==> config.mk <==
export PLATFORM = sky130hd
export DESIGN_NAME = muldiv_unit
export DESIGN_NICKNAME = d
export VERILOG_FILES = /design/src/rtl/muldiv_unit.sv
export SDC_FILE = /design/constraint.sdc
export NUM_CORES = 1
export LEC_CHECK = 0
export BUFFER_PORTS_ARGS = -buffer_cell sky130_fd_sc_hd__buf_2
export CORE_UTILIZATION = 40
export DETAILED_ROUTE_END_ITERATION = 16
export SYNTH_ARGS = -nofsm -noshare
export SYNTH_HDL_FRONTEND = slang
export SYNTH_SLANG_ARGS = --single-unit
==> constraint.sdc <==
create_clock -name clk -period 3.77 [get_ports clk]
set_clock_uncertainty 0.15 [all_clocks]
set_input_delay 1.131 -clock clk [delete_from_list [all_inputs] [get_ports clk]]
set_output_delay 1.131 -clock clk [all_outputs]
set_load 0.01 [all_outputs]
==> src/rtl/muldiv_unit.sv <==
// muldiv_unit: iterative RV32M multiply/divide unit for the EX stage.
// A shift-add multiplier and a restoring divider share one datapath and
// produce one bit per cycle over DATA_WIDTH cycles.
// Divide-by-zero and signed overflow skip the iterations and finish on the
// cycle after the start is accepted.
//
// Ports:
//   clk, reset_n   rising-edge clock, asynchronous active-low reset
//   Start          operation request, sampled only in IDLE
//   Flush          synchronous abort from any state (wins over Start)
//   Funct3         RV32M operation select
//   SrcA, SrcB     rs1 / rs2 operands
//   Busy           high while iterating or fixing up the result (registered)
//   Done           one-cycle completion pulse (registered)
//   MulDivResult   result, held until the next completion
module muldiv_unit #(
  parameter int unsigned DATA_WIDTH   = 32,
  parameter int unsigned FUNCT_LENGTH = 3
) (
  input  logic                    clk,
  input  logic                    reset_n,
  input  logic                    Start,
  input  logic                    Flush,
  input  logic [FUNCT_LENGTH-1:0] Funct3,
  input  logic [DATA_WIDTH-1:0]   SrcA,
  input  logic [DATA_WIDTH-1:0]   SrcB,
  output logic                    Busy,
  output logic                    Done,
  output logic [DATA_WIDTH-1:0]   MulDivResult
);

  localparam int unsigned CNT_W  = 6;
  localparam int unsigned PROD_W = 2 * DATA_WIDTH;
  localparam logic [DATA_WIDTH-1:0] MIN_NEG = {1'b1, {(DATA_WIDTH-1){1'b0}}};
  localparam logic [CNT_W-1:0] LAST_ITER = CNT_W'(DATA_WIDTH - 1);

  typedef enum logic [1:0] {IDLE, CALC, FIX, DONE} state_t;

  state_t                  state_q, state_d;
  logic [FUNCT_LENGTH-1:0] op_q;
  logic                    neg_q;
  logic [DATA_WIDTH-1:0]   a_q;     // multiplier (shifts right) / dividend->quotient (shifts left)
  logic [DATA_WIDTH-1:0]   b_q;     // multiplicand / divisor magnitude
  logic [DATA_WIDTH-1:0]   part_q;  // product high half / partial remainder
  logic [CNT_W-1:0]        cnt_q;
  logic                    busy_q, done_q;
  logic [DATA_WIDTH-1:0]   result_q;

  logic                    accept_c, load_fix_c;
  logic                    is_div_c, sign_a_en_c, sign_b_en_c, sa_c, sb_c, neg_c;
  logic [DATA_WIDTH-1:0]   mag_a_c, mag_b_c;
  logic                    div_zero_c, ovf_c, special_c;
  logic [DATA_WIDTH-1:0]   special_res_c;
  logic [DATA_WIDTH:0]     mul_sum_c, div_shift_c;
  logic                    div_ge_c;
  logic [DATA_WIDTH-1:0]   div_rem_c;
  logic [PROD_W-1:0]       raw_c, fixed_c;
  logic [DATA_WIDTH-1:0]   fix_res_c;

  // Operand decode, sign handling and special-case detection on the request
  always_comb begin
    is_div_c    = Funct3[2];
    sign_a_en_c = is_div_c ? ~Funct3[0] : (Funct3[1:0] != 2'b11);
    sign_b_en_c = is_div_c ? ~Funct3[0] : ~Funct3[1];
    sa_c        = sign_a_en_c & SrcA[DATA_WIDTH-1];
    sb_c        = sign_b_en_c & SrcB[DATA_WIDTH-1];
    mag_a_c     = sa_c ? -SrcA : SrcA;
    mag_b_c     = sb_c ? -SrcB : SrcB;
    // Remainder takes the dividend's sign; everything else the XOR
    neg_c       = (is_div_c & Funct3[1]) ? sa_c : (sa_c ^ sb_c);
    div_zero_c  = is_div_c & (SrcB == '0);
    ovf_c       = is_div_c & ~Funct3[0] & (SrcA == MIN_NEG) & (SrcB == '1);
    special_c   = div_zero_c | ovf_c;
    special_res_c = '0;
    if (div_zero_c) begin
      special_res_c = Funct3[1] ? SrcA : '1;
    end else if (ovf_c) begin
      special_res_c = Funct3[1] ? '0 : MIN_NEG;
    end
  end

  // One iteration step for each of multiply and divide
  always_comb begin
    mul_sum_c   = {1'b0, part_q} + (a_q[0] ? {1'b0, b_q} : '0);
    div_shift_c = {part_q, a_q[DATA_WIDTH-1]};
    div_ge_c    = (div_shift_c >= {1'b0, b_q});
    // When the subtract succeeds the true difference is below b_q, so it fits
    div_rem_c   = div_ge_c ? (div_shift_c[DATA_WIDTH-1:0] - b_q) : div_shift_c[DATA_WIDTH-1:0];
  end

  // Sign fix-up and output selection; one negator serves every operation
  always_comb begin
    raw_c     = op_q[2] ? {{DATA_WIDTH{1'b0}}, (op_q[1] ? part_q : a_q)} : {part_q, a_q};
    fixed_c   = neg_q ? -raw_c : raw_c;
    fix_res_c = (op_q[2] | (op_q[1:0] == 2'b00)) ? fixed_c[DATA_WIDTH-1:0]
                                                 : fixed_c[PROD_W-1:DATA_WIDTH];
  end

  // Next-state logic
  always_comb begin
    state_d    = state_q;
    accept_c   = 1'b0;
    load_fix_c = 1'b0;
    case (state_q)
      IDLE: begin
        if (Start & ~Flush) begin
          accept_c = 1'b1;
          state_d  = special_c ? DONE : CALC;
        end
      end
      CALC: begin
        if (cnt_q == LAST_ITER) state_d = FIX;
      end
      FIX: begin
        load_fix_c = ~Flush;
        state_d    = DONE;
      end
      DONE:    state_d = IDLE;
      default: state_d = IDLE;
    endcase
    if (Flush) state_d = IDLE;
  end

  // State register
  always_ff @(posedge clk or negedge reset_n) begin
    if (!reset_n) state_q <= IDLE;
    else          state_q <= state_d;
  end

  // Datapath, counter and registered outputs
  always_ff @(posedge clk or negedge reset_n) begin
    if (!reset_n) begin
      op_q     <= '0;
      neg_q    <= 1'b0;
      a_q      <= '0;
      b_q      <= '0;
      part_q   <= '0;
      cnt_q    <= '0;
      busy_q   <= 1'b0;
      done_q   <= 1'b0;
      result_q <= '0;
    end else begin
      if (accept_c) begin
        op_q   <= Funct3;
        neg_q  <= neg_c;
        a_q    <= mag_a_c;
        b_q    <= mag_b_c;
        part_q <= '0;
        cnt_q  <= '0;
      end else if (state_q == CALC) begin
        cnt_q <= cnt_q + CNT_W'(1);
        if (op_q[2]) begin
          part_q <= div_rem_c;
          a_q    <= {a_q[DATA_WIDTH-2:0], div_ge_c};
        end else begin
          part_q <= mul_sum_c[DATA_WIDTH:1];
          a_q    <= {mul_sum_c[0], a_q[DATA_WIDTH-1:1]};
        end
      end
      if (accept_c & special_c) result_q <= special_res_c;
      else if (load_fix_c)      result_q <= fix_res_c;
      busy_q <= (state_d == CALC) | (state_d == FIX);
      done_q <= (state_d == DONE);
    end
  end

  assign Busy         = busy_q;
  assign Done         = done_q;
  assign MulDivResult = result_q;

endmodule

==> impl_metrics.toml, run 1 <==
[place]
numPortBuffers = 104
hpwl_um = 47890
dpl-instance-area_sq_um = 16570
place_congestion = 0.9704
dp_slack_ns = -0.3387

[synthesis]
ys_async_sr_fraction = 1.000
synth.avg_cell_area_sq_um = 7.575
synth-seq-cells = 142
synthTopCellsByArea = "dfrtp_1 (25%), o21ai_0 (6.8%), ha_1 (6.1%), a21oi_1 (5.8%), xnor2_1 (5.4%)"
synth_edf_count = 0
netlist_area_sq_um = 14360
syn-num-nets = 2038
yosysSeqAreaShare = 0.2475
yosys.cell_types.count = 79
synth_top_cell_area_share = 0.2475
netlist_instances = 1895
yosysTopAreaCell = "dfrtp_1"
yosys_warnings = 0
synth_ff_type = "dfrtp_1"

[die]
die_y_um = 191.4
num_rows = 69
fp.dieW_um = 191.4
core_area_sq_um = 35480
initial_core_util = 0.4046
die-area_sq_um = 36650
pin_count = 105

[timing]
tightest_slew_ns = 1.053
grt_setup_unrepaired = "false"
min_period_ns = 3.723
timing.fmax_ghz = 0.2686
setup_violations = 0
drv_slew = 0
setup_ws_ns = 0.04674
finalHoldViolations = 0
slew_headroom = 0.2889
finalCritPeriodShare = 0.9876

[global_route]
grt.overflow.total = 0
antenna_found_initial = 3
grt_usage = 0.3321
grt_pass1_vias = 14790
grt_max_degree = 65
grt_pass1_wl_um = 91470

[detailed_routing]
drt_iter0_markers = 1961
post_drt_wl_per_cell_um = 23.67
firstDrtPassIters = 8
vias_per_cell = 6.136
via_count = 15760
drc = 0
postRouteWirelength_um = 60780
ant_nets = 0

[power_and_ir_drop]
ir_drop_mv = 0.2962
p_leak_nw = 7.589
powerDensity_nw_per_um2 = 713.4
power_w = 0.01225

[setup_path]
crit_path_end_kind = "flop"
timing.rr.end = "MulDivResult[11]$_DFFE_PN0P_"
crit_path_max_incr_delay_ns = 0.59
crit_buf_inv = 1
critPathRequiredTime_ns = 3.92
cp_slowest_cell = "or4_1"
worstSetupPathType = "input pin to flop"
reg2reg_from = "op_q[2]$_DFFE_PN0P_"
cp.arrival_ns = 3.87
cp_cell_sequence = "buf_2, or4_1, or4_1, nor2_1, and3_2, o21bai_1, and2_1, nor2_4, a221oi_1, o21ai_0"
rr_worst_depth = 11
path_max_fanout = 16
start_kind = "input pin"
crit_path_frequent_cell = "or4_1"
r2r_setup_slack_ns = 0.07
crit_family = "simple AND/OR/NAND/NOR gates"
crit_path_start = "SrcB[14]"

[clock_network]
clk_pin_slew_ns = 0.08
htree_levels = 4
cts_made_buffers = 17
cts.sinks = 142
ctsRootBufferMaster = "clkbuf_16"
cts_max_path_buffers = 2
worst_skew_pair.late_latency_ns = 0.44
cts_tree = "built"

[cells_and_area]
fin_area_sq_um = 17170
final_common_cell = "buf_4"
nNetsFinal = 2236
utilization = 0.4838
layout_common_cells = "buf_4 (202), o21ai_0 (194), nand2_1 (188), a21oi_1 (162), nor2_1 (151)"
drive_gt1_frac = 0.1895
area_delta_synth_final_pct = 19.59

[hold_path]
holdCritStartpoint = "MulDivResult[17]$_DFFE_PN0P_"
whs_endpoint = "MulDivResult[17]$_DFFE_PN0P_"
hold_path_class = "flop to flop"
whs_path_depth = 2

[outcome]
status = "finished, final reports clean"

[job]
maxCapViolations = 0
cell usage after synthesis (all sizes together) (11+ instances only):
cell type,count
nand2,189
inv,63
buf,32
nand2b,18
o31ai,17
mux2i,61
nor3b,13
and2,44
nand4,22
nor4,21
o21bai,11
a22oi,20
a211oi,23
nor2,154
xnor2,88
o211ai,36
a31oi,27
dfrtp,142
o22ai,16
a21oi,165
ha,70
xor2,75
or3,13
a221oi,13
a21o,27
o21ai,205
nor3,45
nor2b,15
clkbuf,101
nand3,34
worst min-delay path, cell delays in order, from the launching register on:
cell and delay (ns):
dfrtp_1 0.35, a21oi_1 0.06, o21ai_0 0.07
routing by layer:
layer | vias up | GRT usage | part of all wire
met3 | 98 | 0.07894 | 0.11
met4 | 4 | 0.1111 | 0.029
met1 | 7584 | 0.4993 | 0.46
met5 | - | 0 | 0.00041
met2 | 813 | 0.4542 | 0.40
li1 | 7259 | - | -
sequential cells by signal (all words and copies together) (netlist names):
| signal | flops |
|---|---|
| Busy | 1 |
| Done | 1 |
| MulDivResult | 32 |
| a_q | 32 |
| b_q | 32 |
| cnt_q | 6 |
| neg_q | 1 |
| op_q | 3 |
| part_q | 32 |
| state_q | 2 |
worst max-delay path by stage:
stage,end,slack [ns],cells past startpoint
finish,MulDivResult[19]$_DFFE_PN0P_,0.05,10
detailed placement,MulDivResult[19]$_DFFE_PN0P_,-0.34,10
floorplan,MulDivResult[28]$_DFFE_PN0P_,0.01,15
global route,MulDivResult[4]$_DFFE_PN0P_,0.002,11
CTS,MulDivResult[19]$_DFFE_PN0P_,0.09,10
global placement,MulDivResult[19]$_DFFE_PN0P_,-0.29,10
what timing repair did:
item                       4_1_cts  5_1_grt
hold buffers                     0        0
setup buffers                    0        0
gates resized for setup          0       13
setup endpoints to repair        0       28
cell type report:
type                       count  area [sq um]
timing repair buffer         312          2163
antenna                        1         2.502
multi-input combinational   1556         10070
inverter                      64         240.2
sequential                   142          3557
fill                        3586         18320
tap                          461         576.8
clock inverter                15         130.1
clock buffer                  17         425.4
power by group:
part           total (W)  switching, W  internal, W
clock            0.00167      0.000806     0.000864
combinational    0.00816       0.00488      0.00328
sequential       0.00241      0.000543      0.00187
cells by family after synthesis:
logic type      synth area share
fa+ha+maj                0.06380
simple gates              0.2144
compound gates            0.2712
xor+xnor                 0.09945
mux                      0.04803
flops                     0.2475
buf+inv                  0.05552
per-stage QoR:
stage | hold slack (ns) | setup TNS, ns | cells
after global routing | 0.3812 | 0 | 2567
final | 0.3644 | 0 | 2568
after CTS | 0.3652 | 0 | 2567
after floorplan | 0.2967 | 0 | 1895
after global placement | 0.3264 | -4.422 | 2535
after detailed placement | 0.3466 | -5.919 | 2535
No activity file was read; power rests on OpenSTA's default activity.
==> run 2, diff against run 1 <==
--- a/config.mk
+++ b/config.mk
@@ -5,6 +5,7 @@
 export SDC_FILE = /design/constraint.sdc
 export NUM_CORES = 1
 export LEC_CHECK = 0
+export ABC_AREA = 1
 export BUFFER_PORTS_ARGS = -buffer_cell sky130_fd_sc_hd__buf_2
 export CORE_UTILIZATION = 40
 export DETAILED_ROUTE_END_ITERATION = 16
==> impl_metrics.toml, run 2 <==
[timing]
finalCritPeriodShare = 0.9128
setup_tns_ns = 0
finalHoldViolations = 0
slew_headroom = 0.3297
min_period_ns = 3.441
timing.fmax_ghz = 0.2906
setup_violations = 0
tightest_slew_ns = 0.9950
grt_setup_unrepaired = "false"
holdWs_ns = 0.3530
drv_slew = 0

[setup_path]
reg2reg_from = "a_q[0]$_DFFE_PN0P_"
start_kind = "flop"
path_max_fanout = 23
crit_path_end_kind = "flop"
critPathRequiredTime_ns = 4.04
worstSetupPathType = "flop to flop"
r2r_setup_slack_ns = 0.33
rr_worst_depth = 15
cp.arrival_ns = 3.71
timing.rr.end = "part_q[27]$_DFFE_PN0P_"

[cells_and_area]
register_area_sq_um = 3558
area_delta_synth_final_pct = 12.84
multi_input_area_sq_um = 10990
n_fill_cell = 4443
final_common_cell = "nand2_1"
layout_common_cells = "nand2_1 (777), inv_1 (358), nor2_1 (303), o21ai_0 (301), nand3_1 (240)"
drive_gt1_frac = 0.09426
nNetsFinal = 3061

[die]
num_rows = 73
fp.dieW_um = 204.2
die-area_sq_um = 41700
core_area_sq_um = 40010
die_y_um = 204.2
pin_count = 105
initial_core_util = 0.4088

[detailed_routing]
firstDrtPassIters = 7
postRouteWirelength_um = 79200
via_count = 20200
drt_iter0_markers = 2391
drc = 0
vias_per_cell = 5.849
ant_nets = 0
post_drt_wl_per_cell_um = 22.93

[clock_network]
post_cts_buffers = 0
cts_tree = "built"
clk_pin_slew_ns = 0.06
cts.sinks = 142
ctsRootBufferMaster = "clkbuf_16"
cts_hold_buf = 0
htree_levels = 4
cts_made_buffers = 17
cts_max_path_buffers = 2
post_cts_resized = 0
worst_skew_pair.late_latency_ns = 0.49

[synthesis]
ys_async_sr_fraction = 1.000
synth_top_cell_area_share = 0.2173
synth_ff_type = "dfrtp_1"
synthTopCellsByArea = "dfrtp_1 (22%), nand2_1 (18%), o21ai_0 (9.2%), inv_1 (8.2%), nand3_1 (7.3%)"
netlist_top_cells_count = "nand2_1 (778), inv_1 (359), nor2_1 (306)"
synth.avg_cell_area_sq_um = 5.806
yosysMostFrequentCell = "nand2_1"
syn-num-nets = 2960
synth_edf_count = 0
yosysSeqAreaShare = 0.2173
netlist_instances = 2817
yosysTopAreaCell = "dfrtp_1"
yosys_warnings = 0
netlist_area_sq_um = 16350
synth-seq-cells = 142
yosys.cell_types.count = 48

[hold_path]
hold_path_class = "flop to flop"
whs_endpoint = "MulDivResult[26]$_DFFE_PN0P_"
holdCritStartpoint = "MulDivResult[26]$_DFFE_PN0P_"
whs_path_depth = 2

[power_and_ir_drop]
p_leak_nw = 9.406
ir_drop_mv = 0.4340
powerDensity_nw_per_um2 = 811.9

[global_route]
grt_pass1_vias = 18610
grt.overflow.total = 0
grt_pass1_wl_um = 118000
grt_usage = 0.3848
grt_max_degree = 74
antenna_found_initial = 1

[place]
place_congestion = 1.019
hpwl_um = 63380
numPortBuffers = 104

[outcome]
status = "finished, final reports clean"

[job]
maxCapViolations = 0
run 2: changes by cell type after synthesis, moves of 21 or more:
cell / previous run / this run
nand2_1: 189 / 778
a211oi_1: 23 / 0
inv_1: 63 / 359
a21o_1: 27 / 6
nand4_1: 21 / 53
o211ai_1: 36 / 12
clkbuf_1: 101 / 78
xnor2_1: 88 / 28
nand3_1: 32 / 240
nor2_1: 152 / 306
xor2_1: 75 / 53
mux2i_1: 61 / 0
and2_1: 43 / 0
o21ai_0: 196 / 302
run 2: worst max path at each step:
stage / start / endpoint / slack (ns) / cells past startpoint
finish: a_q[0]$_DFFE_PN0P_ / part_q[27]$_DFFE_PN0P_ / 0.33 / 15
global route: a_q[0]$_DFFE_PN0P_ / part_q[27]$_DFFE_PN0P_ / 0.11 / 15
CTS: a_q[0]$_DFFE_PN0P_ / part_q[27]$_DFFE_PN0P_ / 0.40 / 15
detailed placement: SrcB[1] / MulDivResult[18]$_DFFE_PN0P_ / 0.18 / 14
global placement: SrcB[1] / MulDivResult[9]$_DFFE_PN0P_ / 0.24 / 15
floorplan: SrcA[1] / MulDivResult[12]$_DFFE_PN0P_ / 0.68 / 16
run 2: cells by family (layout without fill, tap and decap cells):
kind of cell,after synthesis,after routing,share of synthesized area
AND/OR/NAND/NOR,1478,1478,0.3812
AO/OA/AOI/OAI,570,570,0.1895
buffers and inverters,473,584,0.1119
flip-flops,142,142,0.2173
XOR/XNOR,81,81,0.04338
adder cells (fa/ha/maj),72,72,0.05600
multiplexers,1,1,0.0006885
other,0,1,0
run 2: area by class of cell:
cell class	count	area share
multi-input cells	2202	0.5955
diodes	1	0.0001356
flip-flops and latches	142	0.1928
clock inverters	7	0.007526
repair buffers	187	0.06841
well taps	525	0.03560
inverters	368	0.07485
clock buffers	22	0.02515
run 2: critical path, cell delays in order, from the launching register on:
cell and delay [ns]:
dfrtp_1 0.43, buf_4 0.34, nand2_1 0.15, fa_1 0.44, inv_1 0.08, nand2_1 0.05
a21oi_1 0.13, buf_4 0.20, a21oi_1 0.09, o21ai_0 0.48, nand3_1 0.17, nand2_1 0.21
a21oi_1 0.08, o21ai_0 0.16, nand3_1 0.11, nand2_1 0.08
run 2: report_power, final:
part / switching [W] / leakage [nW] / total, W / internal [W]
clock: 0.000726 / 0.296 / 0.00185 / 0.00113
combinational: 0.00721 / 7.41 / 0.0104 / 0.00317
sequential: 0.000652 / 1.70 / 0.00274 / 0.00209
total: 0.00859 / 9.41 / 0.0150 / 0.00639
run 2: through the flow:
stage / util / area, sq um / worst slack (ns) / total power (W) / std cells
2_1_floorplan: - / 16350 / 0.6798 / 0.008817 / 2817
3_3_place_gp: 0.4461 / 17850 / 0.2428 / 0.01274 / 3424
3_5_place_dp: 0.4461 / 17850 / 0.1758 / 0.01273 / 3424
4_1_cts: 0.4612 / 18450 / 0.4010 / 0.01463 / 3453
5_1_grt: 0.4612 / 18450 / 0.1122 / 0.01594 / 3453
6_report: 0.4613 / 18450 / 0.3286 / 0.01498 / 3454
run 2: per-layer routing:
layer / routed length (um) / share of wire / GRT usage / vias to the layer above
li1: - / - / - / 9404
met1: 36340 / 0.46 / 0.5737 / 9654
met2: 32950 / 0.42 / 0.5563 / 1027
met3: 7661 / 0.097 / 0.06585 / 116
met4: 2255 / 0.028 / 0.1194 / 0
met5: 0 / 0 / 0 / -
